`src/rtl/sd_arb_pkg.sv`:
```
// Shared types and helpers for the HPS block-channel arbiter.
package sd_arb_pkg;

  typedef enum logic [1:0] {IDLE, REQ, XFER, HOLD} arb_state_t;

  localparam logic [23:0] TIMEOUT_DEF = 24'd5000000;
  localparam int PICK_MAX = 32;

  // Returns {valid, index}: first set bit of req scanning upward from last+1, modulo n.
  function automatic logic [5:0] rr_pick(input logic [31:0] req, input logic [4:0] last,
                                         input int n);
    logic       found;
    logic [4:0] idx;
    int         cand;
    found = 1'b0;
    idx   = '0;
    for (int k = 1; k <= PICK_MAX; k++) begin
      cand = (int'(last) + k) % n;
      if (k <= n && !found && req[cand[4:0]]) begin
        found = 1'b1;
        idx   = cand[4:0];
      end
    end
    return {found, idx};
  endfunction

endpackage

```
`src/rtl/sd_block_arbiter_pick.sv`:
```
// Combinational round-robin picker over NREQ request lines.
module rr_pick_nreq
  import sd_arb_pkg::*;
#(
  parameter int NREQ = 4,
  parameter int OW   = $clog2(NREQ)
) (
  input  logic [NREQ-1:0] req,
  input  logic [OW-1:0]   last,
  output logic            valid,
  output logic [OW-1:0]   winner
);

  logic [5:0] pick;

  always_comb begin
    pick = rr_pick(32'(req), 5'(last), NREQ);
  end

  assign valid  = pick[5];
  assign winner = OW'(pick[4:0]);

endmodule

```
`src/rtl/sd_block_arbiter.sv`:
```
// Shares the single hps_io virtual-disk block channel between NREQ storage clients.
//
// state | meaning
// IDLE  | channel free, grant when sd_ack low and a request is pending
// REQ   | strobe to hps_io asserted, waiting for sd_ack (with timeout)
// XFER  | transfer running, waiting for sd_ack to fall
// HOLD  | one-cycle gap so the finished requester can drop its level
module sd_block_arbiter
  import sd_arb_pkg::*;
#(
  parameter int          NREQ    = 4,
  parameter logic [23:0] TIMEOUT = TIMEOUT_DEF,
  parameter int          OW      = $clog2(NREQ)
) (
  input  logic                 clk_sys,
  input  logic                 reset,
  input  logic [NREQ-1:0]      req_rd,
  input  logic [NREQ-1:0]      req_wr,
  input  logic [NREQ*32-1:0]   req_lba,
  output logic [NREQ-1:0]      req_done,
  output logic [NREQ-1:0]      req_err,
  output logic [NREQ-1:0]      req_act,
  output logic [NREQ-1:0]      req_buff_wr,
  output logic [31:0]          sd_lba,
  output logic [NREQ-1:0]      sd_rd,
  output logic [NREQ-1:0]      sd_wr,
  input  logic                 sd_ack,
  input  logic                 sd_buff_wr,
  output logic                 busy,
  output logic [OW-1:0]        owner
);

  arb_state_t      state, state_nxt;
  logic [OW-1:0]   owner_nxt;
  logic [31:0]     lba_nxt;
  logic [NREQ-1:0] act_nxt, rd_nxt, wr_nxt, done_nxt, err_nxt;
  logic [NREQ-1:0] grant_oh, owner_oh, req_any;
  logic [23:0]     cnt, cnt_nxt;
  logic            pick_valid;
  logic [OW-1:0]   winner;
  logic [31:0]     lba_arr [NREQ];

  for (genvar i = 0; i < NREQ; i++) begin : g_lba
    assign lba_arr[i] = req_lba[32*i +: 32];
  end

  assign req_any = req_rd | req_wr;

  rr_pick_nreq #(.NREQ(NREQ), .OW(OW)) u_pick (
    .req    (req_any),
    .last   (owner),
    .valid  (pick_valid),
    .winner (winner)
  );

  assign grant_oh    = NREQ'(1) << winner;
  assign owner_oh    = NREQ'(1) << owner;
  assign busy        = (state != IDLE);
  assign req_buff_wr = {NREQ{sd_buff_wr}} & req_act;

  always_comb begin
    state_nxt = state;
    owner_nxt = owner;
    lba_nxt   = sd_lba;
    act_nxt   = req_act;
    rd_nxt    = sd_rd;
    wr_nxt    = sd_wr;
    done_nxt  = '0;
    err_nxt   = '0;
    cnt_nxt   = cnt;
    case (state)
      IDLE: begin
        // A high sd_ack here belongs to a transfer nobody owns any more.
        if (!sd_ack && pick_valid) begin
          state_nxt = REQ;
          owner_nxt = winner;
          lba_nxt   = lba_arr[winner];
          act_nxt   = grant_oh;
          if (req_rd[winner]) rd_nxt = grant_oh;
          else                wr_nxt = grant_oh;
          cnt_nxt   = '0;
        end
      end
      REQ: begin
        if (sd_ack) begin
          rd_nxt    = '0;
          wr_nxt    = '0;
          state_nxt = XFER;
        end else if (cnt == TIMEOUT - 24'd1) begin
          rd_nxt    = '0;
          wr_nxt    = '0;
          act_nxt   = '0;
          err_nxt   = owner_oh;
          state_nxt = HOLD;
        end else if (cnt != '1) begin
          cnt_nxt = cnt + 24'd1;
        end
      end
      XFER: begin
        if (!sd_ack) begin
          act_nxt   = '0;
          done_nxt  = owner_oh;
          state_nxt = HOLD;
        end
      end
      HOLD:    state_nxt = IDLE;
      default: state_nxt = IDLE;
    endcase
  end

  always_ff @(posedge clk_sys) begin
    if (reset) begin
      state    <= IDLE;
      owner    <= '0;
      sd_lba   <= '0;
      req_act  <= '0;
      sd_rd    <= '0;
      sd_wr    <= '0;
      req_done <= '0;
      req_err  <= '0;
      cnt      <= '0;
    end else begin
      state    <= state_nxt;
      owner    <= owner_nxt;
      sd_lba   <= lba_nxt;
      req_act  <= act_nxt;
      sd_rd    <= rd_nxt;
      sd_wr    <= wr_nxt;
      req_done <= done_nxt;
      req_err  <= err_nxt;
      cnt      <= cnt_nxt;
    end
  end

endmodule

```
`config.mk`:
```
export PLATFORM = sky130hd
export DESIGN_NAME = sd_block_arbiter
export DESIGN_NICKNAME = d
export VERILOG_FILES = /design/src/rtl/sd_arb_pkg.sv /design/src/rtl/sd_block_arbiter_pick.sv /design/src/rtl/sd_block_arbiter.sv
export SDC_FILE = /design/constraint.sdc
export NUM_CORES = 1
export LEC_CHECK = 0
export CAP_MARGIN = 0
export CORE_MARGIN = 1.5
export CORE_UTILIZATION = 34
export CTS_BUF_LIST = sky130_fd_sc_hd__clkbuf_16
export DETAILED_ROUTE_END_ITERATION = 7
export HOLD_SLACK_MARGIN = 0.1
export PLACE_DENSITY = 0.78
export SETUP_SLACK_MARGIN = 0.05
export SLEW_MARGIN = 20
export SYNTH_ARGS = -nofsm -noshare
export SYNTH_HDL_FRONTEND = slang
export SYNTH_HIERARCHICAL = 1
export SYNTH_SLANG_ARGS = --single-unit
```
`constraint.sdc`:
```
create_clock -name clk_sys -period 3.6 [get_ports clk_sys]
set_input_delay 0.36 -clock clk_sys [delete_from_list [all_inputs] [get_ports clk_sys]]
set_output_delay 0.36 -clock clk_sys [all_outputs]
set_load 0.05 [all_outputs]
```
======== After elaboration in Yosys (flattened, before gate mapping) ========
Index checks and enable logic that the tools add are counted.
storage, ports and cells
  register bits after elaboration ......... 80
  input port bits ......................... 140
  output and inout port bits .............. 59
  logic and storage cells ................. 113
cells by class
  add/subtract/negate cells ............... 5
  magnitude comparators ................... 6
  equality and inequality tests ........... 14
  shift operators ......................... 2
  mux-type cells .......................... 43
  bitwise operators ....................... 10
  reductions and logical operators ........ 24
operator list
  kind                                                                           number
  24-bit two-way mux                                                             4
  32-bit binary-select mux with 2-bit select                                     1
  32-bit two-way mux                                                             2
  24-bit case mux with 2 select lines                                            1
  4-bit two-way mux                                                              9
  24-bit by 1-bit adder with 24-bit output (second input constant)               1
  24-bit by 23-bit == test with 1-bit output (second input constant)             1
  5-bit by 6-bit less-than comparator with 1-bit output (second input constant)  4
  24-bit != test (second input constant)                                         1
  2-bit two-way mux                                                              8
  2-bit != test (second input constant)                                          8
  4-bit case mux with 2 select lines                                             2
  1-bit binary-select mux with 3-bit select                                      4
  4-bit case mux with 3 select lines                                             1
  5-bit AND reduction                                                            2
  1-bit two-way mux                                                              9
  2-bit case mux with 4 select lines                                             1
  4-bit AND reduction                                                            2
  2-bit OR reduction                                                             4
  1-bit by 2-bit << shifter with 4-bit output (first input constant)             2
  2-bit by 1-bit adder with 2-bit output (second input constant)                 2
  2-bit adder (second input constant)                                            2
  1-bit bitwise AND (first input constant)                                       4
  4-bit bitwise AND                                                              1
  18 further kinds                                                               28

======== Depth between registers and ports, before layout ========
Gate-level depths: netlist (run 1).
  depth in word-level cells ............... 20
  gate-level depth with buffers ........... 11
  gate-level depth less buffers ........... 9

======== Cells and area by module ========
The synthesis (run 1) kept the hierarchy.
by module, submodules not included
  module            instances  cells each  area an instance (um^2)  sequential area each (um^2)
  sd_block_arbiter  1          519         4,559.4                  1,601.5
  rr_pick_nreq      1          14          91.3                     0.0

======== Worst setup path after synthesis (run 1) ========
OpenSTA, ideal clock, no wires.
  path type ............................... register -> register
  start ................................... register owner[1]
  end ..................................... register sd_wr[1]
  library setup time ...................... 0.070 ns
  arrival time ............................ 2.596 ns
  data required time ...................... 3.530 ns
  setup slack ............................. 0.934 ns
  stages on the path, launching flop included .. 10
  path buffers ............................ 3
  period minus slack after synthesis ...... 2.666 ns
  cells stage by stage .................... dfxtp_1 -> nand2b_1 -> a21oi_2 -> o221ai_2 -> clkbuf_1 -> buf_2 -> clkbuf_1 -> nand2_1 -> or3_1 -> a21oi_1
between the ends
  cells in the longest elaborated chain, start to end .. 19
  elaborated cells between the ends (all ways) .. 44
  classes of those cells .................. add/sub (4); eq/ne (2); shift (1); mux (21); bitwise (4); reduce/logical (12)
ends and longest elaborated chain
  what                                                                                                             line                                            RTL
  start: declaration                                                                                               sd_block_arbiter.sv:30                          output logic [OW-1:0] owner
  start signal: assignment                                                                                         sd_block_arbiter.sv:124                         owner <= owner_nxt;
  2-bit by 1-bit adder with 2-bit output                                                                           sd_arb_pkg.sv:18                                cand = (int'(last) + k) % n;
  2-bit OR reduction (no line)                                                                                     --
  1-bit bitwise AND (no line)                                                                                      --
  1-bit binary-select mux with 3-bit select                                                                        sd_arb_pkg.sv:19                                if (k <= n && !found && req[cand[4:0]]) begin
  1-bit two-way mux (implied by the code)                                                                          sd_arb_pkg.sv:19
  1-bit two-way mux                                                                                                sd_arb_pkg.sv:19
  1-bit zero test                                                                                                  sd_arb_pkg.sv:19
  1-bit logical AND                                                                                                sd_arb_pkg.sv:19
  [... 4 more ...]                                                                                                 --
  1-bit zero test                                                                                                  sd_arb_pkg.sv:19
  1-bit logical AND                                                                                                sd_arb_pkg.sv:19
  2-bit two-way mux *                                                                                              sd_arb_pkg.sv:19
  net winner[0]                                                                                                    sd_block_arbiter.sv:40                          logic [OW-1:0] winner;
  1-bit binary-select mux with 2-bit select / 1-bit by 2-bit << shifter with 4-bit output (equally long branches)  sd_block_arbiter.sv:79, sd_block_arbiter.sv:56
  1-bit two-way mux (implied by the code) / 4-bit two-way mux (equally long branches)                              sd_block_arbiter.sv:79                          if (req_rd[winner]) rd_nxt = grant_oh;
  2-bit != test (no line) / 4-bit two-way mux (equally long branches)                                              --
  4-bit AND reduction (no line) / 4-bit case mux with 2 select lines (equally long branches)                       --
  end signal: assignment                                                                                           sd_block_arbiter.sv:128                         sd_wr <= wr_nxt;
  end: declaration                                                                                                 sd_block_arbiter.sv:26                          output logic [NREQ-1:0] sd_wr,
The timed path passes the listed nets; every way through them passes the cells marked *. The select of a mux whose other input is x is not followed.
A chain may end at the register's enable or synchronous reset.

======== Final worst setup path (run 1) ========
  start ................................... input port req_rd[2]
  end ..................................... register sd_lba[10]
between the ends
  cells in the longest elaborated chain, start to end .. 17
  elaborated cells between the ends (all ways) .. 29
  classes of those cells .................. mux (19); bitwise (2); reduce/logical (8)
ends and longest elaborated chain
  what                                                      line                     RTL
  start: declaration                                        sd_block_arbiter.sv:17   input logic [NREQ-1:0] req_rd,
  4-bit OR *                                                sd_block_arbiter.sv:47   assign req_any = req_rd | req_wr;
  net req_any[2]                                            sd_block_arbiter.sv:37   logic [NREQ-1:0] grant_oh, owner_oh, req_any;
  1-bit binary-select mux with 3-bit select                 sd_arb_pkg.sv:19
  1-bit two-way mux (implied by the code)                   sd_arb_pkg.sv:19
  1-bit two-way mux                                         sd_arb_pkg.sv:19
  1-bit zero test                                           sd_arb_pkg.sv:19
  1-bit logical AND                                         sd_arb_pkg.sv:19
  1-bit two-way mux                                         sd_arb_pkg.sv:19
  [... 2 more ...]                                          --
  1-bit two-way mux                                         sd_arb_pkg.sv:19
  1-bit zero test                                           sd_arb_pkg.sv:19
  1-bit logical AND                                         sd_arb_pkg.sv:19
  2-bit two-way mux *                                       sd_arb_pkg.sv:19
  net winner[0]                                             sd_block_arbiter.sv:40
  2-bit inverter with 3-bit output (implied by the code) *  sd_block_arbiter.sv:77   lba_nxt = lba_arr[winner];
  32-bit binary-select mux with 2-bit select *              sd_block_arbiter.sv:77
  32-bit two-way mux (implied by the code) * (2 in a row)   sd_block_arbiter.sv:77
  end signal: assignment                                    sd_block_arbiter.sv:125  sd_lba <= lba_nxt;
  end: declaration                                          sd_block_arbiter.sv:24   output logic [31:0] sd_lba,
Marks and branches as above.

==> run metrics, run 1 <==
DP HPWL=12080 um; outcome=finished clean; Pwr Total=4234 uW; Root Buffer=clkbuf_16; FF+latch count, synth=80; RSZ-0062 raised after global routing=false; largest net degree at the start of global routing=42; All-Layer GR Usage=21.20%; die width=120.0 um; layout cell share with drive strength beyond 1=11.02%; port bufs=198; post-route ant nets=0; first-pass GRT wire length=24060 um; Post-CTS Hold Fix Bufs=0; min setup slack post-route=0.9571 ns; drt drc=0; Max Buffers Root-to-Sink=2; H-tree lvl count=3; yosys warns=6; Post-synth EDFFs=0; Crit path arrival time=2.83 ns; vias in the first global route=4898; reg2reg start=state[0]; vias=4959; PostCTS Resize Cnt=0; CP required=3.78 ns; critical path launch point type=input port; Fmax achieved=378.4 MHz; layout overhead on the synthesized area=53.05%; Final Core Density=53.54%; slew of the pin with the lowest slew margin=0.7772 ns; Static Leak=0.002410 uW; Die H=120.0 um; initial antenna violation count=0; CTS tree=built; post-synthesis cell type count=62; CTS Sinks=80; total congestion overflow=0; WS Path Type=input port to register; hold slack=0.4565 ns; DP Worst Slack=0.5944 ns; Avg WL per Cell=17.34 um; Routed WL=15480 um; period utilisation layout=73.41%; CTS Buf Count=9; Setup crit start=req_rd[2]; Synth async-reset ratio=0%; fill count=1160; Via-to-Cell Ratio=5.553; Critical Path Fanout Max=31; sequential element share of the synthesized area=34.44%; Setup-failing EPs final=0; core area=13300 um2; relative max-transition margin=47.45%; Post-CTS Setup Bufs=0; IO Pins=199; Worst VDD drop=0.2878 mV; total negative slack=0 ns; RePlAce Congestion=0.8922; Hold Startpoint=sd_lba[12]; Mapped Avg Cell Area=8.726 um2; Clock Latency Late Sink=0.34 ns; Final Hold Vio Count=0; Top FF cell, synth=dfxtp_1; 1st-iter DRT viols=244; CP Capture Type=register; Final nets=858; clock-pin slew on the worst setup and hold paths=0.06 ns; die area=14390 um2; maxcap violations=0; Rows=42; Post-Route Skew=0.005916 ns; cells after synthesis=533; diode count=0; synthesized cell area=4651 um2; pwr dens=594.9 nW/um2; Final Max Slew Viols=0; Initial DRT Pass Iterations=4; worst min path class=register to register; Mapped Nets=678; initial core utilization=34.98%; min cycle time layout=2.643 ns
-- power by group --
part | internal [uW] | total (uW) | switching [uW] | leakage [uW]
Clock | 608 | 993 | 384 | 0.000149
Sequential | 1020 | 1120 | 97.9 | 0.000650
Combinational | 847 | 2120 | 1270 | 0.00161
-- registers in the layout, indices dropped and copies added (netlist names) --
| name | count |
|---|---|
| req_err | 4 |
| sd_lba | 32 |
| sd_wr | 4 |
| state | 2 |
| owner | 2 |
| cnt | 24 |
| sd_rd | 4 |
| req_done | 4 |
| req_act | 4 |
-- placed cells by master, fill, tap and decap left out, types with 3 or more instances in the layout --
cell type        Yosys  final
mux4_2              33     33
nor4_1               3      3
or3_1                8      8
a31oi_1              7      7
clkdlybuf4s50_1      0    197
or2_2                6      6
o21ai_0             18     18
and3_1               5      5
nor3_1               8      8
a211oi_1             3      3
dfxtp_1             80     80
nand2b_1            11     11
inv_1               10     10
nand4b_1             5      5
and4_1               3      3
nand3b_1             4      4
nor2_1              24     23
clkbuf_16            0      9
ha_1                 5      5
nand4_1             11     11
o211ai_1             6      6
nand2_1             99     99
o22ai_1              3      3
nor2b_1              3      3
nand3_1             12     12
a21oi_1             64     63
o31ai_1             11     11
a21o_1               4      4
buf_4                0     10
o41ai_1              3      3
nor4b_1              3      3
mux2i_1              3      3
and2_1               6      6
-- layer usage --
metal  global-route usage, %  up-vias  part of all wire [%]
met4                   6.696        0                   2.0
met3                   4.373       27                   7.9
met5                       0        -                     0
met2                   41.32      243                    55
li1                        -     2347                     -
met1                   22.50     2342                    35
-- metrics by stage --
stage	instance area, um2	std cells
3_3_place_gp	6794	878
6_report	7118	893
5_1_grt	7118	893
4_1_cts	7112	893
2_1_floorplan	4651	533
3_5_place_dp	6794	878
-- logic make-up after synthesis --
group,Yosys count,synth area share (%)
compound gates,138,18.64
fa+ha+maj,5,1.345
buf+inv,49,4.116
flops,80,34.44
mux,37,16.87
simple gates,224,24.59
-- critical path: stages --
cell             delay, ns
clkdlybuf4s50_1       0.44
or2_2                 0.31
and2b_1               0.23
a21oi_2               0.06
o221ai_4              0.21
buf_4                 0.47
mux4_2                0.56
nand2_1               0.09
a21oi_1               0.07
-- layout make-up --
type,instances,area (um2),area share (%)
tap,176,220.2,3.094
clock buffer,9,225.2,3.164
sequential,80,1602,22.50
inverter,10,37.54,0.5273
multi-input combinational,404,2889,40.59
clock inverter,6,92.59,1.301
timing repair buffer,208,2052,28.83
-- cell usage after synthesis, types with 10 or more instances --
master / count / area (um2)
a21oi_1: 64 / 320.3
o21ai_0: 18 / 90.09
nand4_1: 11 / 68.82
o31ai_1: 11 / 82.58
inv_1: 10 / 37.54
clkbuf_1: 31 / 116.4
nand2b_1: 11 / 68.82
nand3_1: 12 / 60.06
dfxtp_1: 80 / 1602
nand2_1: 99 / 371.6
nor2_1: 24 / 90.09
mux4_2: 33 / 743.2
-- worst paths after layout --
kind / depth (start not counted) / slack [ns] / to
min reg2reg: 2 / 0.46 / sd_lba[12]
max reg2reg: 8 / 1.05 / cnt[8]
max: 9 / 0.96 / sd_lba[10]
min: 2 / 0.46 / sd_lba[12]
Note: power is estimated with default switching activity, not from simulation.
==> run 2: changes to the inputs <==
- PLACE_DENSITY: 0.78 -> 0.8
- clock period: 3.6 -> 2.4 ns (I/O delays scaled with it)
==> run 2 against run 1 <==
  * Global-route usage up 0.68 points
  * Combinational power up 64%
  * Non-clock buffer count up 45
  * Register-to-register slack worse by 0.89 ns
  * Largest cell class unchanged
  * Highest routed layer unchanged
==> run metrics, run 2 (synthesis results as in run 1) <==
Final Max Slew Viols=0 (unchanged); clock-pin slew on the worst setup and hold paths=0.06 ns (about the same); r2r setup slk=0.16 ns (-0.89 ns); Final Hold Vio Count=0 (unchanged); first-pass GRT wire length=24760 um (+2.9%); Via-to-Cell Ratio=5.502 (-0.93%); Avg WL per Cell=16.59 um (-4.3%); CTS Sinks=80 (unchanged); Post-CTS Hold Fix Bufs=0 (unchanged); outcome=finished clean; CP required=2.59 ns (-1.19 ns); hold path depth=4 (+2); All-Layer GR Usage=21.89% (+0.68 points); most common cell after layout, fill and taps aside=clkdlybuf4s50_1; Root Buffer=clkbuf_16; Worst VDD drop=0.4399 mV (+53%); total congestion overflow=0 (unchanged); CTS tree=built; DP HPWL=11950 um (-1.1%); Largest register FFs=32 (unchanged); WS Path Type=input port to register; Die H=120.0 um (unchanged); port bufs=198 (unchanged); die width=120.0 um (unchanged); Layout Cells excl Fill=939 (+5.2%); IO Pins=199 (unchanged); slew of the pin with the lowest slew margin=0.7413 ns (-0.03582 ns); die area=14390 um2 (unchanged); reg2reg start=owner[1]; Routed WL=15580 um (+0.63%); Static Leak=0.002691 uW (+12%); pwr dens=880.2 nW/um2 (+48%); layout overhead on the synthesized area=61.96%; Fmax achieved=439.4 MHz; initial antenna violation count=0 (unchanged); Clock Latency Late Sink=0.34 ns (about the same); hold slack=0.3043 ns (-0.1522 ns); 1st-iter DRT viols=368 (+51%); H-tree lvl count=3 (unchanged); Final Core Density=56.65% (+3.1 points); Top reg by flops=sd_lba; RSZ-0062 raised after global routing=false; Rows=42 (unchanged); Initial DRT Pass Iterations=7 (+3); core area=13300 um2 (unchanged); Hold Startpoint=reset; drt drc=0 (unchanged); post-route ant nets=0 (unchanged); CTS Buf Count=9 (unchanged); Cells after DPL=922 (+5.0%); Critical Path Fanout Max=4 (-87%); Setup-failing EPs final=0 (unchanged); critical path launch point type=input port; R2R depth=8 (unchanged); vias in the first global route=5042 (+2.9%); most frequent cells in the layout=193 x clkdlybuf4s50_1, 98 x nand2_1, 79 x dfxtp_1; Crit path arrival time=2.47 ns (-0.36 ns); period utilisation layout=94.83%; Regs by FF count=sd_lba (32), cnt (24); Max Buffers Root-to-Sink=2 (unchanged); RePlAce Congestion=0.9479 (+6.2%); worst min path class=input port to register; relative max-transition margin=50.58% (+3.1 points); Post-Route Skew=0.008989 ns (+0.003073 ns); diode count=0 (unchanged); maxcap violations=0 (unchanged); Reg-to-Reg End=sd_wr[2]; largest net degree at the start of global routing=67 (+60%); vias=5166 (+4.2%); Final nets=903 (+5.2%); initial core utilization=34.98% (unchanged); CP Capture Type=register; min cycle time layout=2.276 ns; layout cell share with drive strength beyond 1=16.91% (+5.9 points); Endpoint, Worst Hold=req_err[3]; Pwr Total=6630 uW (+57%)
-- run 2: changes by cell type in the layout (fill, tap and decap cells not counted), moves of 2 or more --
cell	before	now
buf_4	10	50
dlymetal6s2s_1	0	3
nor2_1	23	21
mux2i_2	0	2
buf_12	0	4
clkdlybuf4s50_1	197	193
or2_2	6	4
or2_4	0	2
inv_6	2	0
inv_1	10	12
nor2_2	1	3
mux2i_1	3	1
-- run 2: cell type report --
type / count / area (um2)
Clock buffer: 9 / 225.2
Clock inverter: 7 / 88.84
Fill cell: 1181 / 5763
Inverter: 10 / 37.54
Multi-Input combinational cell: 404 / 2908
Sequential cell: 80 / 1603
Tap cell: 176 / 220.2
Timing Repair Buffer: 253 / 2450
-- run 2: critical path: stages --
cell             delay (ns)
clkdlybuf4s50_1        0.40
or2_4                  0.27
and2b_1                0.18
a21oi_2                0.16
o221ai_4               0.16
mux4_2                 0.49
nor2_2                 0.14
nor2_2                 0.07
o31ai_1                0.25
a21oi_1                0.10
-- run 2: worst max path at each step --
| stage | start | to | slack [ns] | depth (start not counted) |
|---|---|---|---|---|
| after floorplan | req_wr[2] | sd_wr[0] | 0.11 | 10 |
| after detailed placement | req_rd[2] | sd_lba[14] | -0.31 | 10 |
| final | req_wr[3] | sd_wr[2] | 0.12 | 10 |
| after CTS | req_rd[2] | sd_lba[14] | 0.05 | 10 |
| after global placement | req_rd[2] | sd_lba[17] | -0.25 | 10 |
| after global routing | req_wr[3] | sd_wr[2] | 0.03 | 10 |
-- run 2: repair_timing --
action,in CTS,in global routing
gates resized for setup,1,12
hold endpoints to repair,0,0
pin swaps,0,7
buffers inserted,0,1
setup endpoints to repair,1,47
-- run 2: per-layer routing --
metal,vias to the layer above,share of wire [%],track usage (%)
li1,2439,-,-
met1,2439,37,24.01
met2,249,52,39.75
met3,39,7.2,4.753
met4,0,4.0,10.64
met5,-,0,0
-- run 2: per-stage QoR --
stage	instance area (um2)	setup slack (ns)	TNS [ns]
after global placement	7176	-0.2538	-9.330
after floorplan	4656	0.1141	0
after global routing	7532	0.03107	0
final	7532	0.1241	0
after detailed placement	7176	-0.3122	-10.79
after CTS	7488	0.05260	0
-- run 2: power by group --
part / switching, uW / internal, uW
sequential: 140 / 1530
clock: 569 / 904
combinational: 1970 / 1510
total: 2680 / 3950
